## config.mk

```make
export PLATFORM = sky130hd
export DESIGN_NAME = ctrl_pipe_hazard_unit
export DESIGN_NICKNAME = d
export VERILOG_FILES = /design/src/rtl/ctrl_pipe_pkg.sv /design/src/rtl/ctrl_pipe_hazard_unit.sv
export SDC_FILE = /design/constraint.sdc
export NUM_CORES = 1
export LEC_CHECK = 0
export BUFFER_PORTS_ARGS = -buffer_cell sky130_fd_sc_hd__buf_2
export CAP_MARGIN = 5
export CORE_UTILIZATION = 47
export DETAILED_ROUTE_END_ITERATION = 16
export PLACE_DENSITY = 0.94
export SETUP_SLACK_MARGIN = 0.02
export SYNTH_ARGS = -nofsm -noshare
export SYNTH_HDL_FRONTEND = slang
export SYNTH_SLANG_ARGS = --single-unit
```

## constraint.sdc

```tcl
create_clock -name clk_i -period 4.1 [get_ports clk_i]
set_input_delay 0.615 -clock clk_i [delete_from_list [all_inputs] [get_ports clk_i]]
set_output_delay 0.615 -clock clk_i [all_outputs]
set_load 0.02 [all_outputs]
```

## src/rtl/ctrl_pipe_pkg.sv

```systemverilog
// Shared control encodings for the pipeline control path.
// ALU operation and writeback-select enums used by ID/EX/MEM/WB stages.
package ctrl_pipe_pkg;

    typedef enum logic [3:0] {
        ALUOP_NONE = 4'd0,
        ALUOP_ADD  = 4'd1,
        ALUOP_SUB  = 4'd2,
        ALUOP_AND  = 4'd3,
        ALUOP_OR   = 4'd4,
        ALUOP_XOR  = 4'd5,
        ALUOP_SLT  = 4'd6,
        ALUOP_SLTU = 4'd7,
        ALUOP_SLL  = 4'd8,
        ALUOP_SRL  = 4'd9,
        ALUOP_SRA  = 4'd10,
        ALUOP_LUI  = 4'd11
    } alu_op_e;

    typedef enum logic [1:0] {
        WB_NONE = 2'd0,
        WB_ALU  = 2'd1,
        WB_MEM  = 2'd2,
        WB_PC   = 2'd3
    } wb_sel_e;

endpackage

```

## src/rtl/ctrl_pipe_hazard_unit.sv

```systemverilog
// Carries decoded control ID->EX->MEM->WB; load-use stall, redirect flush,
// data-memory freeze. Inputs: id_* bundle, ex_redirect_i, mem_stall_i.
// Outputs: ex_*/mem_*/wb_* stage control, stall_o, flush_ifid_o and
// statistics counters (real only when HAZARD_STATS_EN is defined).
module ctrl_pipe_hazard_unit
    import ctrl_pipe_pkg::*;
#(
    parameter int REG_ADDR_W = 5,
    parameter int CNT_W      = 32
) (
    input  logic                  clk_i,
    input  logic                  rst_i,
    input  logic                  id_valid_i,
    input  logic [REG_ADDR_W-1:0] id_rs1_i,
    input  logic [REG_ADDR_W-1:0] id_rs2_i,
    input  logic [REG_ADDR_W-1:0] id_rd_i,
    input  logic                  id_use_rs1_i,
    input  logic                  id_use_rs2_i,
    input  logic                  id_ALUSrcA_i,
    input  logic                  id_ALUSrcB_i,
    input  logic                  id_Branch_i,
    input  logic                  id_Jump_i,
    input  logic                  id_MemWrite_i,
    input  logic                  id_MemRead_i,
    input  logic                  id_RegWrite_i,
    input  alu_op_e               id_ALUOp_i,
    input  wb_sel_e               id_WBSel_i,
    input  logic                  ex_redirect_i,
    input  logic                  mem_stall_i,
    output logic                  ex_valid_o,
    output logic                  ex_ALUSrcA_o,
    output logic                  ex_ALUSrcB_o,
    output logic                  ex_Branch_o,
    output logic                  ex_Jump_o,
    output logic                  ex_MemWrite_o,
    output logic                  ex_MemRead_o,
    output logic                  ex_RegWrite_o,
    output alu_op_e               ex_ALUOp_o,
    output wb_sel_e               ex_WBSel_o,
    output logic [REG_ADDR_W-1:0] ex_rd_o,
    output logic                  mem_valid_o,
    output logic                  mem_MemWrite_o,
    output logic                  mem_MemRead_o,
    output logic                  mem_RegWrite_o,
    output wb_sel_e               mem_WBSel_o,
    output logic [REG_ADDR_W-1:0] mem_rd_o,
    output logic                  wb_valid_o,
    output logic                  wb_RegWrite_o,
    output wb_sel_e               wb_WBSel_o,
    output logic [REG_ADDR_W-1:0] wb_rd_o,
    output logic                  stall_o,
    output logic                  flush_ifid_o,
    output logic [CNT_W-1:0]      stall_cnt_o,
    output logic [CNT_W-1:0]      flush_cnt_o,
    output logic [CNT_W-1:0]      retire_cnt_o
);

    typedef struct packed {
        logic                  valid;
        logic                  aluSrcA;
        logic                  aluSrcB;
        logic                  branch;
        logic                  jump;
        logic                  memWrite;
        logic                  memRead;
        logic                  regWrite;
        alu_op_e               aluOp;
        wb_sel_e               wbSel;
        logic [REG_ADDR_W-1:0] rd;
    } exCtrl_t;

    typedef struct packed {
        logic                  valid;
        logic                  memWrite;
        logic                  memRead;
        logic                  regWrite;
        wb_sel_e               wbSel;
        logic [REG_ADDR_W-1:0] rd;
    } memCtrl_t;

    typedef struct packed {
        logic                  valid;
        logic                  regWrite;
        wb_sel_e               wbSel;
        logic [REG_ADDR_W-1:0] rd;
    } wbCtrl_t;

    localparam exCtrl_t EX_BUBBLE = '{
        valid: 1'b0, aluSrcA: 1'b0, aluSrcB: 1'b0,
        branch: 1'b0, jump: 1'b0, memWrite: 1'b0,
        memRead: 1'b0, regWrite: 1'b0,
        aluOp: ALUOP_NONE, wbSel: WB_NONE, rd: '0
    };
    localparam memCtrl_t MEM_BUBBLE = '{
        valid: 1'b0, memWrite: 1'b0, memRead: 1'b0,
        regWrite: 1'b0, wbSel: WB_NONE, rd: '0
    };
    localparam wbCtrl_t WB_BUBBLE = '{
        valid: 1'b0, regWrite: 1'b0,
        wbSel: WB_NONE, rd: '0
    };

    exCtrl_t  exQ, exNext, idCtrl;
    memCtrl_t memQ, memNext, exToMem;
    wbCtrl_t  wbQ, wbNext, memToWb;

    logic luHit;
    logic freeze, redirect, luStall, advance;

    always_comb begin
        idCtrl = EX_BUBBLE;
        if (id_valid_i) begin
            idCtrl = '{
                valid: 1'b1,
                aluSrcA: id_ALUSrcA_i,
                aluSrcB: id_ALUSrcB_i,
                branch: id_Branch_i,
                jump: id_Jump_i,
                memWrite: id_MemWrite_i,
                memRead: id_MemRead_i,
                regWrite: id_RegWrite_i,
                aluOp: id_ALUOp_i,
                wbSel: id_WBSel_i,
                rd: id_rd_i
            };
        end
    end

    always_comb begin
        exToMem = '{
            valid: exQ.valid,
            memWrite: exQ.memWrite,
            memRead: exQ.memRead,
            regWrite: exQ.regWrite,
            wbSel: exQ.wbSel,
            rd: exQ.rd
        };
        memToWb = '{
            valid: memQ.valid,
            regWrite: memQ.regWrite,
            wbSel: memQ.wbSel,
            rd: memQ.rd
        };
    end

    // Only a register-writing load to a nonzero rd can create a hazard.
    always_comb begin
        luHit = exQ.valid && exQ.memRead && exQ.regWrite
             && (exQ.rd != '0) && id_valid_i
             && ((id_use_rs1_i && (id_rs1_i == exQ.rd))
              || (id_use_rs2_i && (id_rs2_i == exQ.rd)));
    end

    // Priority folded into mutually exclusive selects.
    always_comb begin
        freeze   = mem_stall_i;
        redirect = !mem_stall_i && ex_redirect_i;
        luStall  = !mem_stall_i && !ex_redirect_i && luHit;
        advance  = !mem_stall_i && !ex_redirect_i && !luHit;
    end

    always_comb begin
        exNext  = exQ;
        memNext = memQ;
        wbNext  = wbQ;
        unique case (1'b1)
            freeze: begin
                exNext  = exQ;
            end
            redirect, luStall: begin
                exNext  = EX_BUBBLE;
                memNext = exToMem;
                wbNext  = memToWb;
            end
            advance: begin
                exNext  = idCtrl;
                memNext = exToMem;
                wbNext  = memToWb;
            end
        endcase
    end

    always_ff @(posedge clk_i or posedge rst_i) begin
        if (rst_i) begin
            exQ  <= EX_BUBBLE;
            memQ <= MEM_BUBBLE;
            wbQ  <= WB_BUBBLE;
        end else begin
            exQ  <= exNext;
            memQ <= memNext;
            wbQ  <= wbNext;
        end
    end

    // Hazard outputs are forced low while reset is held.
    assign stall_o      = !rst_i && (freeze || luStall);
    assign flush_ifid_o = !rst_i && redirect;

    assign ex_valid_o    = exQ.valid;
    assign ex_ALUSrcA_o  = exQ.valid && exQ.aluSrcA;
    assign ex_ALUSrcB_o  = exQ.valid && exQ.aluSrcB;
    assign ex_Branch_o   = exQ.valid && exQ.branch;
    assign ex_Jump_o     = exQ.valid && exQ.jump;
    assign ex_MemWrite_o = exQ.valid && exQ.memWrite;
    assign ex_MemRead_o  = exQ.valid && exQ.memRead;
    assign ex_RegWrite_o = exQ.valid && exQ.regWrite;
    assign ex_ALUOp_o    = exQ.aluOp;
    assign ex_WBSel_o    = exQ.wbSel;
    assign ex_rd_o       = exQ.rd;

    assign mem_valid_o    = memQ.valid;
    assign mem_MemWrite_o = memQ.valid && memQ.memWrite;
    assign mem_MemRead_o  = memQ.valid && memQ.memRead;
    assign mem_RegWrite_o = memQ.valid && memQ.regWrite;
    assign mem_WBSel_o    = memQ.wbSel;
    assign mem_rd_o       = memQ.rd;

    assign wb_valid_o    = wbQ.valid;
    assign wb_RegWrite_o = wbQ.valid && wbQ.regWrite;
    assign wb_WBSel_o    = wbQ.wbSel;
    assign wb_rd_o       = wbQ.rd;

`ifdef HAZARD_STATS_EN
    logic [CNT_W-1:0] stallCnt, flushCnt, retireCnt;

    // Saturating counters: hold at all-ones instead of wrapping.
    always_ff @(posedge clk_i or posedge rst_i) begin
        if (rst_i) begin
            stallCnt  <= '0;
            flushCnt  <= '0;
            retireCnt <= '0;
        end else begin
            if (stall_o && (stallCnt != '1))
                stallCnt <= stallCnt + CNT_W'(1);
            if (flush_ifid_o && (flushCnt != '1))
                flushCnt <= flushCnt + CNT_W'(1);
            if (wbQ.valid && !mem_stall_i && (retireCnt != '1))
                retireCnt <= retireCnt + CNT_W'(1);
        end
    end

    assign stall_cnt_o  = stallCnt;
    assign flush_cnt_o  = flushCnt;
    assign retire_cnt_o = retireCnt;
`else
    assign stall_cnt_o  = '0;
    assign flush_cnt_o  = '0;
    assign retire_cnt_o = '0;
`endif

endmodule

```

## Word level (Yosys, flattened, before mapping)

Cells that the tools add are included.

- Muxes and demuxes: 2
- Reduce and logical (&&, ||, !) cells: 32
- Equal/unequal tests: 2

Operators by type and width:

| cell | number |
|---|---|
| $pmux 19 s2 | 1 |
| $logic_and 1x1->1 | 23 |
| $mux 19 | 1 |
| $eq 5x5->1 | 2 |
| $reduce_bool 5->1 | 1 |
| $logic_not 1->1 | 4 |
| $reduce_or 3->1 | 1 |
| $logic_or 1x1->1 | 2 |
| $reduce_or 2->1 | 1 |

- Logic and storage cells: 57
- Output and inout port bits: 137
- Input port bits: 35
- Register bits after elaboration: 39

## Longest topological paths before layout

- Word-level depth: 8
- Gate-level depth with buffers: 6
- Gate-level depth less buffers: 4

## Worst setup path after synthesis

OpenSTA, ideal clock, no wires.

- Path type: in2out
- From: in rst_i
- To: out stall_o
- Arrival: 1,834 ps
- Path slack: 1,651 ps
- Data required time: 3,485 ps
- Cell stages on the path: 2
- Buffers on the path: 0
- Path through: inv_1 > a22o_1

- Word-level cells in the longest chain between the ends: 2

Ends and longest elaborated chain:

| what | line | text |
|---|---|---|
| start: declaration | ctrl_pipe_hazard_unit.sv:12 | `input logic rst_i,` |
| $logic_not 1->1 | ctrl_pipe_hazard_unit.sv:196 | `assign stall_o = !rst_i && (freeze \|\| luStall);` |
| $logic_and 1x1->1 | ctrl_pipe_hazard_unit.sv:196 |  |
| end: declaration | ctrl_pipe_hazard_unit.sv:51 | `output logic stall_o,` |

Every way passes these cells.

## Worst setup path in the final report

- From: reg exQ (netlist bit ex_rd_o[1])
- To: out stall_o

- Word-level cells in the longest chain between the ends: 7
- Elaborated cells on any way between the ends: 12
- Classes of those cells: eq/ne (2); reduce/logical (10)

Ends and longest elaborated chain:

| what | line | text |
|---|---|---|
| start: declaration | ctrl_pipe_hazard_unit.sv:103 | `exCtrl_t exQ, exNext, idCtrl;` |
| start signal: assignment | ctrl_pipe_hazard_unit.sv:189 | `exQ <= exNext;` |
| $eq 5x5->1 (tied with other cells) | ctrl_pipe_hazard_unit.sv:150 | `&& ((id_use_rs1_i && (id_rs1_i == exQ.rd))` |
| $logic_and 1x1->1, on equally long branches | ctrl_pipe_hazard_unit.sv:150, ctrl_pipe_hazard_unit.sv:149, ctrl_pipe_hazard_unit.sv:151 |  |
| $logic_or 1x1->1 or $logic_and 1x1->1 (tied branches) | ctrl_pipe_hazard_unit.sv:151, ctrl_pipe_hazard_unit.sv:149 |  |
| $logic_and 1x1->1 (*) | ctrl_pipe_hazard_unit.sv:150 |  |
| $logic_and 1x1->1 (*) | ctrl_pipe_hazard_unit.sv:158 | `luStall = !mem_stall_i && !ex_redirect_i && luHit;` |
| $logic_or 1x1->1 (*) | ctrl_pipe_hazard_unit.sv:196 |  |
| $logic_and 1x1->1 (*) | ctrl_pipe_hazard_unit.sv:196 |  |

Mark *: on every way between the ends. The rest lies on a longest branch, timed or not.

==> results.txt <==
Clock tree sinks: 39
Most common cell after layout, fill and taps aside: conb_1
I/O pin cnt: 172
Die Y: 78.6 um
Setup TNS: 0 ns
Total of max-cap violations: 0
Synth Area in Compound Gates: 10.7%
Hold crit path type: input port to async pin
Xor/xnor cell area share of the yosys netlist: 3.18%
Setup Viol. Count Final: 0
Max_slew headroom: 46.0%
CORE AREA: 5570 um^2
Final GP Congestion: 0.686
Top-area cell type share of the netlist area: 35.4%
Largest net degree at the start of global routing: 43
DP Wirelength: 3490 um
Number of global-route vias before repair: 1544
Lkg Pwr: 1.55 nW
H-tree lvl count: 2
Util after Layout: 49.3%
Worst Skew: 0.00694 ns
Root Buffer Master: clkbuf_8
Iter 0 DRT Violations: 79
Dpl ws: 1.47 ns
TritonCTS clock tree: done
WP data required: 3.48 ns
Synth Area in Adders: 0%
Layout cells sized above 1: 32.2%
Clock transition at the registers of the reported paths: 0.07 ns
Slew Viols, Final: 0
Simple-gate area share of the yosys netlist: 6.68%
Routed Antenna Nets: 0
Slowest stage delay, CP: 0.58 ns
CTS resizes: 0
R2R cell count: 4
Worst-Margin Slew: 0.810 ns
Post-Route WL: 4760 um
Proportion of synthesized area in mux cells: 8.17%
Routed len/inst: 11.8 um
CP Depth: 5
CTS Buffer Depth: 2
Tmin final: 2.64 ns
Setup ws final: 1.46 ns
Number of synthesized register bits: 39
CTS Hold Bufs: 0
Status: complete, no violations
PortBufs: 75
Post-synthesis cell count: 284
Dominant cells by area after synthesis: dfrtp_1 35%, buf_4 33%, mux2_2 8.2%, a2bb2oi_1 5.7%, o21ai_0 3.3%
Top delay family on crit path: simple AND/OR/NAND/NOR gates
Final Hold Fails: 0
Netlist cell types: 26
Commonest cells after routing, fill and taps aside: 96 x conb_1, 75 x buf_2, 39 x dfrtp_1, 20 x nand2_1, 20 x mux2_2
Vias: 1770
Vias per cell: 4.38
DRC Markers: 0
CTS Buf Count: 5
Total Routing Usage GR: 14.7%
Seq/Total Area, Yosys: 35.4%
Area grow syn2layout: -0.182%
WHS: 0.483 ns
FP Rows: 27
Crit path DAT: 2.03 ns
Antenna cells: 0
Crit path kind: flop to primary output
Critical Path Fanout Max: 6
Yosys Warn Count: 0
Period utilisation layout: 64.4%
Post-CTS setup buffers: 0
Combinational family with the most area after synthesis: buffers and inverters
Post-Syn Area: 2760 um^2
First-pass GRT wire length: 6980 um
Initial Util: 49.4%
Final nets: 366
GRT overflow: 0
DIE AREA: 6170 um^2
Syn avg cell area: 9.70 um^2
Initial antenna violation count: 0
Worst skew pair latency: 0.29 ns
Cell type with the largest total area after synthesis: dfrtp_1
Max frequency: 379 MHz
Pre-Repair DR Iteration Count: 4
Slowest CP cell: or4_1
CP bufs+invs: 1
Startpoint Class: flop
Critical path capture point type: primary output
RSZ-0062 raised after global routing: no
Maximum VDD drop: 0.215 mV
Die width: 78.6 um
Total power per unit cell area: 397 nW/um^2
Crit-path cells: or4_1 > o2111ai_1 > nor3_1 > a22o_1 > buf_2
-- tightest hold or removal path, stage by stage --
cell,delay [ns]
buf_2,0.11
inv_1,0.07
buf_4,0.42
-- layout make-up --
type                    instances  area, um^2
flip-flops and latches         39         976
clock inverters                 2        35.0
fillers                       520        2820
multi-input cells             205        1160
inverters                       2        7.51
repair buffers                 78         402
well taps                      72        90.1
clock buffers                   6        82.6
-- state kept, by name (all words and copies together) (netlist names), 3 cells and up --
signal and flops:
exQ 7, wb_rd_o 5, ex_ALUOp_o 4, ex_rd_o 5
mem_rd_o 5, memQ 3
-- through the flow --
stage | area [um^2] | total power, W | instances
4_1_cts | 2740 | 0.00110 | 403
6_report | 2750 | 0.00109 | 404
2_1_floorplan | 3110 | 0.000800 | 379
3_5_place_dp | 2620 | 0.000773 | 395
5_1_grt | 2750 | 0.00115 | 404
3_3_place_gp | 2620 | 0.000763 | 395
-- per-layer routing --
| metal | share of wire (%) | wire, um | GRT usage (%) | up-vias |
|---|---|---|---|---|
| li1 | - | - | - | 815 |
| met2 | 52 | 2480 | 26.8 | 102 |
| met4 | 2.4 | 114 | 6.85 | 0 |
| met5 | 0 | 0 | 0 | - |
| met3 | 9.7 | 463 | 3.84 | 10 |
| met1 | 36 | 1700 | 15.6 | 843 |
-- cells in the mapped netlist, drive strengths merged --
library cell  instances
buf                 126
dfrtp                39
mux2                 20
nand2                20
o21ai                19
a2bb2oi              18
and2                 11
xnor2                10
clkbuf                7
inv                   2
nand4                 2
nor3b                 2
a22o                  1
a22oi                 1
conb                  1
nor3                  1
o2111a                1
o2111ai               1
o22ai                 1
or4                   1
-- final timing paths --
kind | startpoint | end | slack [ns]
max | ex_rd_o[1] | stall_o | 1.46
min | rst_i | mem_rd_o[2] | 0.48
max reg2reg | ex_rd_o[1] | ex_rd_o[1] | 2.12
min reg2reg | exQ[14] | exQ[14] | 0.50
max in group asynchronous | rst_i | exQ[15] | 3.28
min in group clk_i | exQ[14] | exQ[14] | 0.50
-- power by group --
group	total, W	internal [W]	switching (W)
logic	0.000295	0.0000939	0.000201
registers	0.000472	0.000432	0.0000405
clock network	0.000325	0.000197	0.000128
-- logic make-up after synthesis --
kind of cell,count (synthesis)
DFF,39
AOI/OAI and AO/OA,42
xor gates and xnor gates,10
other,1
buffers and inverters,135
muxes,20
and+or+nand+nor,37
Note: power is estimated with default switching activity, not from simulation.
